`src/rtl/vga_frame_scanout.sv`:
```
// 800x600 VGA scanout: reads one SRAM word per active pixel from the
// displayed buffer and drives registered RGB333, sync and data-enable.
module vga_frame_scanout #(
    parameter int   H_ACTIVE = 800,
    parameter int   H_FRONT  = 56,
    parameter int   H_SYNC   = 120,
    parameter int   H_BACK   = 64,
    parameter int   V_ACTIVE = 600,
    parameter int   V_FRONT  = 37,
    parameter int   V_SYNC   = 6,
    parameter int   V_BACK   = 23,
    parameter logic SYNC_POL = 1'b1,
    parameter int   RD_LAT   = 2,
    parameter int   ADDR_W   = 20,
    parameter int   DATA_W   = 32
) (
    input  logic              clk,
    input  logic              rst,
    input  logic [ADDR_W-1:0] baseAddress,
    output logic [ADDR_W-1:0] sramAddress,
    output logic              sramReadEn,
    input  logic [DATA_W-1:0] sramData,
    output logic [2:0]        vgaRed,
    output logic [2:0]        vgaGreen,
    output logic [2:0]        vgaBlue,
    output logic              vgaHsync,
    output logic              vgaVsync,
    output logic              vgaDe,
    output logic              paintDone
);

    localparam int H_TOTAL = H_ACTIVE + H_FRONT + H_SYNC + H_BACK;
    localparam int V_TOTAL = V_ACTIVE + V_FRONT + V_SYNC + V_BACK;
    localparam int HW = $clog2(H_TOTAL);
    localparam int VW = $clog2(V_TOTAL);

    localparam logic [HW-1:0] H_LAST = HW'(H_TOTAL - 1);
    localparam logic [HW-1:0] H_ACT  = HW'(H_ACTIVE);
    localparam logic [HW-1:0] HS_BEG = HW'(H_ACTIVE + H_FRONT);
    localparam logic [HW-1:0] HS_END = HW'(H_ACTIVE + H_FRONT + H_SYNC);
    localparam logic [VW-1:0] V_LAST = VW'(V_TOTAL - 1);
    localparam logic [VW-1:0] V_ACT  = VW'(V_ACTIVE);
    localparam logic [VW-1:0] V_PD   = VW'(V_ACTIVE - 1);
    localparam logic [VW-1:0] VS_BEG = VW'(V_ACTIVE + V_FRONT);
    localparam logic [VW-1:0] VS_END = VW'(V_ACTIVE + V_FRONT + V_SYNC);

    logic [HW-1:0]     hcnt_q, hcnt_d;
    logic [VW-1:0]     vcnt_q, vcnt_d;
    logic [ADDR_W-1:0] base_q, base_d;
    logic [ADDR_W-1:0] lofs_q, lofs_d;
    logic              origin, active, hs_raw, vs_raw, pd_raw;

    logic [RD_LAT-1:0] act_sr_q, hs_sr_q, vs_sr_q;
    logic [8:0]        rgb_q;
    logic              de_q, hs_q, vs_q, pd_q;

    logic unused_data;
    assign unused_data = ^sramData[DATA_W-1:9];

    always_comb begin
        origin = (hcnt_q == '0) && (vcnt_q == '0);
        // The frame's base is taken at the origin and used for that same clock
        base_d = origin ? baseAddress : base_q;
        hcnt_d = hcnt_q + 1'b1;
        vcnt_d = vcnt_q;
        lofs_d = lofs_q;
        if (hcnt_q == H_LAST) begin
            hcnt_d = '0;
            if (vcnt_q == V_LAST) begin
                vcnt_d = '0;
                lofs_d = '0;
            end else begin
                vcnt_d = vcnt_q + 1'b1;
                lofs_d = lofs_q + ADDR_W'(H_ACTIVE);
            end
        end
        active = (hcnt_q < H_ACT) && (vcnt_q < V_ACT);
        hs_raw = (hcnt_q >= HS_BEG && hcnt_q < HS_END) ? SYNC_POL : ~SYNC_POL;
        vs_raw = (vcnt_q >= VS_BEG && vcnt_q < VS_END) ? SYNC_POL : ~SYNC_POL;
        pd_raw = (hcnt_q == H_LAST) && (vcnt_q == V_PD);
        sramReadEn  = active & rst;
        sramAddress = sramReadEn ? base_d + lofs_q + ADDR_W'(hcnt_q) : '0;
    end

    always_ff @(posedge clk or negedge rst) begin
        if (!rst) begin
            hcnt_q   <= '0;
            vcnt_q   <= '0;
            base_q   <= '0;
            lofs_q   <= '0;
            act_sr_q <= '0;
            hs_sr_q  <= {RD_LAT{~SYNC_POL}};
            vs_sr_q  <= {RD_LAT{~SYNC_POL}};
            rgb_q    <= '0;
            de_q     <= 1'b0;
            hs_q     <= ~SYNC_POL;
            vs_q     <= ~SYNC_POL;
            pd_q     <= 1'b0;
        end else begin
            hcnt_q      <= hcnt_d;
            vcnt_q      <= vcnt_d;
            base_q      <= base_d;
            lofs_q      <= lofs_d;
            act_sr_q[0] <= active;
            hs_sr_q[0]  <= hs_raw;
            vs_sr_q[0]  <= vs_raw;
            for (int i = 1; i < RD_LAT; i++) begin
                act_sr_q[i] <= act_sr_q[i-1];
                hs_sr_q[i]  <= hs_sr_q[i-1];
                vs_sr_q[i]  <= vs_sr_q[i-1];
            end
            // sramData now belongs to the address issued RD_LAT clocks ago
            rgb_q <= act_sr_q[RD_LAT-1] ? sramData[8:0] : 9'd0;
            de_q  <= act_sr_q[RD_LAT-1];
            hs_q  <= hs_sr_q[RD_LAT-1];
            vs_q  <= vs_sr_q[RD_LAT-1];
            pd_q  <= pd_raw;
        end
    end

    assign vgaRed    = rgb_q[8:6];
    assign vgaGreen  = rgb_q[5:3];
    assign vgaBlue   = rgb_q[2:0];
    assign vgaHsync  = hs_q;
    assign vgaVsync  = vs_q;
    assign vgaDe     = de_q;
    assign paintDone = pd_q;

endmodule

```
`config.mk`:
```
export PLATFORM = sky130hd
export DESIGN_NAME = vga_frame_scanout
export DESIGN_NICKNAME = d
export VERILOG_FILES = /design/src/rtl/vga_frame_scanout.sv
export SDC_FILE = /design/constraint.sdc
export NUM_CORES = 1
export LEC_CHECK = 0
export CAP_MARGIN = 25
export CELL_PAD_IN_SITES_DETAIL_PLACEMENT = 0
export CELL_PAD_IN_SITES_GLOBAL_PLACEMENT = 1
export CORE_UTILIZATION = 40
export CTS_CLUSTER_DIAMETER = 80
export DETAILED_ROUTE_END_ITERATION = 6
export GPL_TIMING_DRIVEN = 0
export HOLD_SLACK_MARGIN = 0.06
export PLACE_DENSITY_LB_ADDON = 0.1
export SLEW_MARGIN = 40
export SYNTH_ARGS = -nofsm -noshare
export SYNTH_HDL_FRONTEND = slang
export SYNTH_SLANG_ARGS = --single-unit
```
`constraint.sdc`:
```
create_clock -name clk -period 6.7 [get_ports clk]
set_input_delay 1.34 -clock clk [delete_from_list [all_inputs] [get_ports clk]]
set_output_delay 1.34 -clock clk [all_outputs]
set_load 0.01 [all_outputs]
```
==> run metrics, run 1 <==
max incr delay on CP=0.56 ns; worst path cell trace=inv_1, ha_1, nor4b_2, nand4_2, nor2_4, buf_4, mux2_2, ha_1, ha_1, fa_1, a211oi_2, o21a_1, a211oi_1, o211a_1, a211o_1, a21oi_2, clkdlybuf4s50_1; mean post-synth cell area=approximately 9.9 um2; normalized max-slew margin=0.544; final setup violation count=0; Worst-Margin Slew=between 0.6 and 0.7 ns; cell area after synthesis=between 4000 and 5000 um2; Tcrit/Tclk final=0.960; critical path class=reg -> out; Residual DRC=0; residual overflow from global routing=0; full die area=about 12,000 um2; CTS clk-pin slew, worst paths=around 0.060 ns; min Tclk post-route=between 6 and 7 ns; Ant. Diodes=0; CTS sink cnt=75; final WL=slightly above 10 mm; ys async rst share=1.00; Critical Path RT=about 5.4 ns; Die H=108 um; core area=about 11,000 um2; Final Max Tran Viols=0; hold crit path type=reg -> reg; DP Wirelength=a little under 8 mm; most used cell, CP=ha_1; root buffer cell=clkbuf_16; Clock Path Buffers=2; Bufs and invs on worst path=3; flops & latches, synth=75; layout net count=around 630; GP Congestion=~0.84; worst r2r src=hcnt_q[0]; PortBufs=64; I/O Pins=about 90; detailed-route via count=approximately 3,500; non-filler cells, final=between 600 and 700; yosys warns=0; FP Rows=38; Startpoint Class=register; First DRT Iteration DRCs=between 100 and 150; largest net degree at the start of global routing=52; Synth cell types=45; CTS Buf Count=9; number of global-route vias before repair=between 3,000 and 4,000; # placed instances=roughly 660; Initial Utilization=0.415; Post-DP Area=approximately 5400 um2; worst-path maximum fanout=10; Max VDD drop=~0.15 mV; cts hold-fix bufs=0; unrepaired setup endpoints after global routing=false; Final Power=1060 uW; total track usage=0.187; Hold Startpoint=act_sr_q[0]; vias per cell=approximately 5.1; worst setup path startpoint=vcnt_q[0]; syn nets=between 500 and 600; Top delay family on crit path=compound AO/OA/AOI/OAI gates; Final ANT Viol Nets=0; initial antenna violation count=0; LEAKAGE=between 0.002 and 0.003 uW; status=completed; Syn-to-layout area delta=26.0%; worst slack, placed=-0.00945 ns; EDFF count, synth=0; DR pass1 iterations=4; main flop type after synthesis=dfrtp_1; H-tree Lvls=3; first-pass GRT wire length=roughly 17 mm; fin util=0.523; layout cell share with drive strength beyond 1=0.0983; wire per inst=14.9 um; Seq/Total Area, Yosys=0.414; clk_skew=0.00548 ns; Pwr Density=~190 nW/um2; Hold Vio Cnt, Final=0; DIE WIDTH=around 110 um; max frequency=~160 MHz; Worst setup EP type=primary output; WP data arrival=roughly 5.1 ns; Cells after Synth=between 400 and 500; CTS tree=built; worst skew pair latency=approximately 0.33 ns; Final Instance Area=between 5000 and 6000 um2; PnR worst setup slack=roughly 0.27 ns; Filler Cells Inserted=1,074; slowest stage cell, crit path=clkdlybuf4s50_1; max_cap viols=0
stage by stage:
step                      hold WS, ns  setup TNS [ns]
after floorplan                 0.331               0
after global placement          0.332          -17.95
after detailed placement        0.336        -0.00945
after CTS                       0.350               0
after global routing            0.355               0
final                           0.348               0
synthesized netlist by cell type (3+ instances only):
master | count | area, um2
clkbuf_1 | 3 | 11.3
buf_2 | 3 | 15.0
nand2_1 | 32 | 120
nand4_1 | 9 | 56.3
and2_1 | 15 | 93.8
nor2_1 | 33 | 124
o21a_1 | 8 | 60.1
nand2b_1 | 4 | 25.0
a21o_1 | 14 | 105
nor3_1 | 13 | 65.1
and4_1 | 3 | 26.3
xor2_1 | 12 | 105
ha_1 | 38 | 475
and3_1 | 13 | 81.3
fa_1 | 7 | 140
mux2_2 | 19 | 214
nand3_1 | 13 | 65.1
o211ai_1 | 4 | 30.0
dfrtp_1 | 75 | 1880
inv_1 | 40 | 150
o21ai_0 | 25 | 125
xnor2_1 | 19 | 166
a21oi_1 | 25 | 125
a211oi_1 | 4 | 30.0
routing by layer:
layer	GRT usage	vias to the layer above	routed length, um
met5	0	-	0
met4	0.0512	0	101
met3	0.0338	10	272
met2	0.305	50	4780
met1	0.255	1685	4980
li1	-	1732	-
sequential cells by signal, indices dropped and copies added (netlist names):
signal and flops:
hcnt_q 11, vgaVsync 1, vgaHsync 1, act_sr_q 2, paintDone 1, rgb_q 9
lofs_q 15, hs_sr_q 2, vcnt_q 10, vs_sr_q 2, vgaDe 1, base_q 20
path summary, 6_finish.rpt:
kind | end | slack (ns) | depth (start not counted)
min in group asynchronous | rgb_q[0] | 0.87 | 1
min reg2reg | act_sr_q[1] | 0.35 | 0
max reg2reg | lofs_q[10] | 4.33 | 8
max in group asynchronous | hcnt_q[6] | 5.29 | 2
min | act_sr_q[1] | 0.35 | 0
max | sramAddress[19] | 0.27 | 17
layout by cell type, fill, tap and decap left out, types with 3 or more instances in the layout:
cell	netlist	routed
a21oi_1	25	25
nor2_1	33	33
o21a_1	8	8
clkdlybuf4s50_1	0	63
and2_1	15	15
o211ai_1	4	4
ha_1	38	38
xnor2_1	19	19
fa_1	7	7
clkbuf_1	3	3
dfrtp_1	75	75
inv_6	0	3
inv_1	40	40
and4_1	3	3
and3_1	13	13
xor2_1	12	12
nand4_1	9	9
clkbuf_16	0	9
nand3_1	13	13
nand2b_1	4	4
a21o_1	14	14
nor3_1	13	13
buf_2	3	3
mux2_2	19	19
nand2_1	32	32
o21ai_0	25	25
report_power, final:
group	total (uW)	internal, uW	switching (uW)	leakage, uW
Clock	490	295	196	0.000145
Combinational	108	59.0	49.2	0.00157
Sequential	464	462	2.00	0.000951
Total	1060	815	247	0.00267
cell families (layout without fill, tap and decap cells):
family,after synthesis,in the layout,share of synthesized area
AO/OA/AOI/OAI,89,89,0.122
XOR/XNOR,31,31,0.0599
adder cells (fa/ha/maj),45,45,0.136
buffers and inverters,47,129,0.0406
flip-flops,75,75,0.414
multiplexers,20,20,0.0494
AND/OR/NAND/NOR,150,150,0.179
cell type report:
cell class	instances	area, um2	area share
inverter	40	150	0.0263
sequential	75	1880	0.328
tap	140	175	0.0307
clock buffer	9	225	0.0394
clock inverter	7	82.6	0.0145
timing repair buffer	66	677	0.118
multi-input combinational	335	2490	0.436
buffer	7	33.8	0.00591
worst register-to-register path, delay by kind of cell (launching register included):
kind | cells | cell delay [ns]
simple gates | 3 | 0.64
compound gates | 2 | 0.28
fa+ha+maj | 1 | 0.24
flops | 1 | 0.42
buf+inv | 2 | 0.67
repair_timing:
item	in CTS	in global routing
pin swaps	1	0
gates cloned	0	0
hold endpoints to repair	0	0
resized for setup	1	2
setup endpoints to repair	5	3
setup buffers	1	0
Power figures use the tool's default switching activity.
==> run 2, diff against run 1 <==
- CTS_CLUSTER_SIZE: not set -> 30
- REMOVE_ABC_BUFFERS: not set -> 1
==> run metrics, run 2 (synthesis results as in run 1) <==
Worst-Margin Slew=slightly below 0.8 ns; PnR worst setup slack=approximately 0.32 ns; H-tree Lvls=3; detailed-route via count=around 3,500; Largest Register=base_q; Final Power=around 1100 uW; critical path class=reg -> out; min Tclk post-route=roughly 6.4 ns; largest net degree at the start of global routing=52; initial antenna violation count=0; most frequent cells in the layout=75 x dfrtp_1, 63 x clkdlybuf4s50_1, 40 x inv_1; full die area=between 10,000 and 15,000 um2; PortBufs=64; DIE WIDTH=between 100 and 150 um; Residual DRC=0; LEAKAGE=0.00267 uW; GP Congestion=about 0.8; Clock Path Buffers=2; worst skew pair latency=about 0.33 ns; DP Wirelength=7.47 mm; CTS sink cnt=75; clk_skew=around 0.007 ns; hold crit path type=reg -> reg; Startpoint Class=register; final setup TNS=0 ns; commonest non-fill, non-tap cell in the layout=dfrtp_1; final WL=10.1 mm; vias per cell=5.18; residual overflow from global routing=0; Die H=108 um; normalized max-slew margin=0.481; Ant. Diodes=0; first-pass GRT wire length=~17 mm; max frequency=157 MHz; total track usage=0.190; Pwr Density=roughly 190 nW/um2; final setup violation count=0; Worst setup EP type=primary output; DR pass1 iterations=4; CTS Buf Count=9; status=completed; layout cell share with drive strength beyond 1=0.0989; number of global-route vias before repair=3,531; CTS clk-pin slew, worst paths=~0.060 ns; worst slack, placed=0.259 ns; I/O Pins=88; Max VDD drop=between 0.1 and 0.15 mV; core area=10,900 um2; max reg flops=20; Largest regs=base_q x20, lofs_q x15, hcnt_q x11; max_cap viols=0; Tcrit/Tclk final=0.953; Initial Utilization=0.415; FP Rows=38; Hold Vio Cnt, Final=0; layout net count=630; Final ANT Viol Nets=0; wire per inst=roughly 15 um; worst-path maximum fanout=5; Critical Path RT=about 5.4 ns; Syn-to-layout area delta=26.0%; root buffer cell=clkbuf_16; fin util=0.522; Final Max Tran Viols=0; CTS tree=built; WP data arrival=between 5 and 6 ns; unrepaired setup endpoints after global routing=false; First DRT Iteration DRCs=approximately 230
[run 2: cell types whose count changed in the layout (fill, tap and decap cells not counted)]
cell / delta
buf_2: -3
buf_4: +3
clkbuf_1: -3
clkbuf_8: +1
clkinv_2: +1
clkinvlp_4: -1
inv_6: -1
[run 2: where the power goes]
group	switching [uW]	internal, uW
clock	196	303
sequential	2.08	462
combinational	49.0	58.6
total	248	823
[run 2: final timing paths]
path                       slack (ns)         endpoint  cells after the start       start
min                              0.35         vgaVsync                      0  vs_sr_q[1]
min reg2reg                      0.35         vgaVsync                      0  vs_sr_q[1]
max reg2reg                      4.02        vcnt_q[4]                      7   hcnt_q[0]
min in group asynchronous        0.87         rgb_q[0]                      1         rst
max in group asynchronous        5.29        lofs_q[5]                      2         rst
max                              0.32  sramAddress[19]                     17   vcnt_q[0]
[run 2: area by class of cell]
class / instances / area (um2)
fillers: 1064 / 5220
multi-input cells: 335 / 2490
flip-flops and latches: 75 / 1880
repair buffers: 70 / 707
clock buffers: 10 / 239
well taps: 140 / 175
inverters: 40 / 150
clock inverters: 6 / 71.3
[run 2: timing repair]
item                                    CTS  global route
cloned                                    0             0
endpoints found under the setup margin    2             3
pin swaps                                 1             0
setup buffers                             5             0
hold buffers                              0             0
endpoints found under the hold margin     0             0
resized for setup                         0             2
[run 2: critical path, stage by stage (launching register included)]
cell and delay, ns:
dfrtp_1 0.41, inv_1 0.13, ha_1 0.16, nor4b_2 0.26, nand4_2 0.19, nor2_4 0.25
buf_4 0.16, mux2_2 0.33, ha_1 0.19, ha_1 0.21, fa_1 0.43, a211oi_1 0.35
o21a_1 0.24, a211oi_2 0.12, o211a_1 0.27, a211o_1 0.29, a21oi_2 0.15, clkdlybuf4s50_1 0.56
[run 2: metrics by stage]
step	area [um2]	instances	hold slack, ns
after floorplan	4500	450	0.331
after global placement	5320	654	0.332
after detailed placement	5350	655	0.335
after CTS	5700	676	0.348
after global routing	5710	676	0.363
final	5710	676	0.345
[run 2: layer usage]
layer / vias up / share of wire / global-route usage
li1: 1733 / - / -
met1: 1694 / 0.47 / 0.250
met2: 63 / 0.49 / 0.316
met3: 9 / 0.036 / 0.0398
met4: 0 / 0.0089 / 0.0512
met5: - / 0 / 0
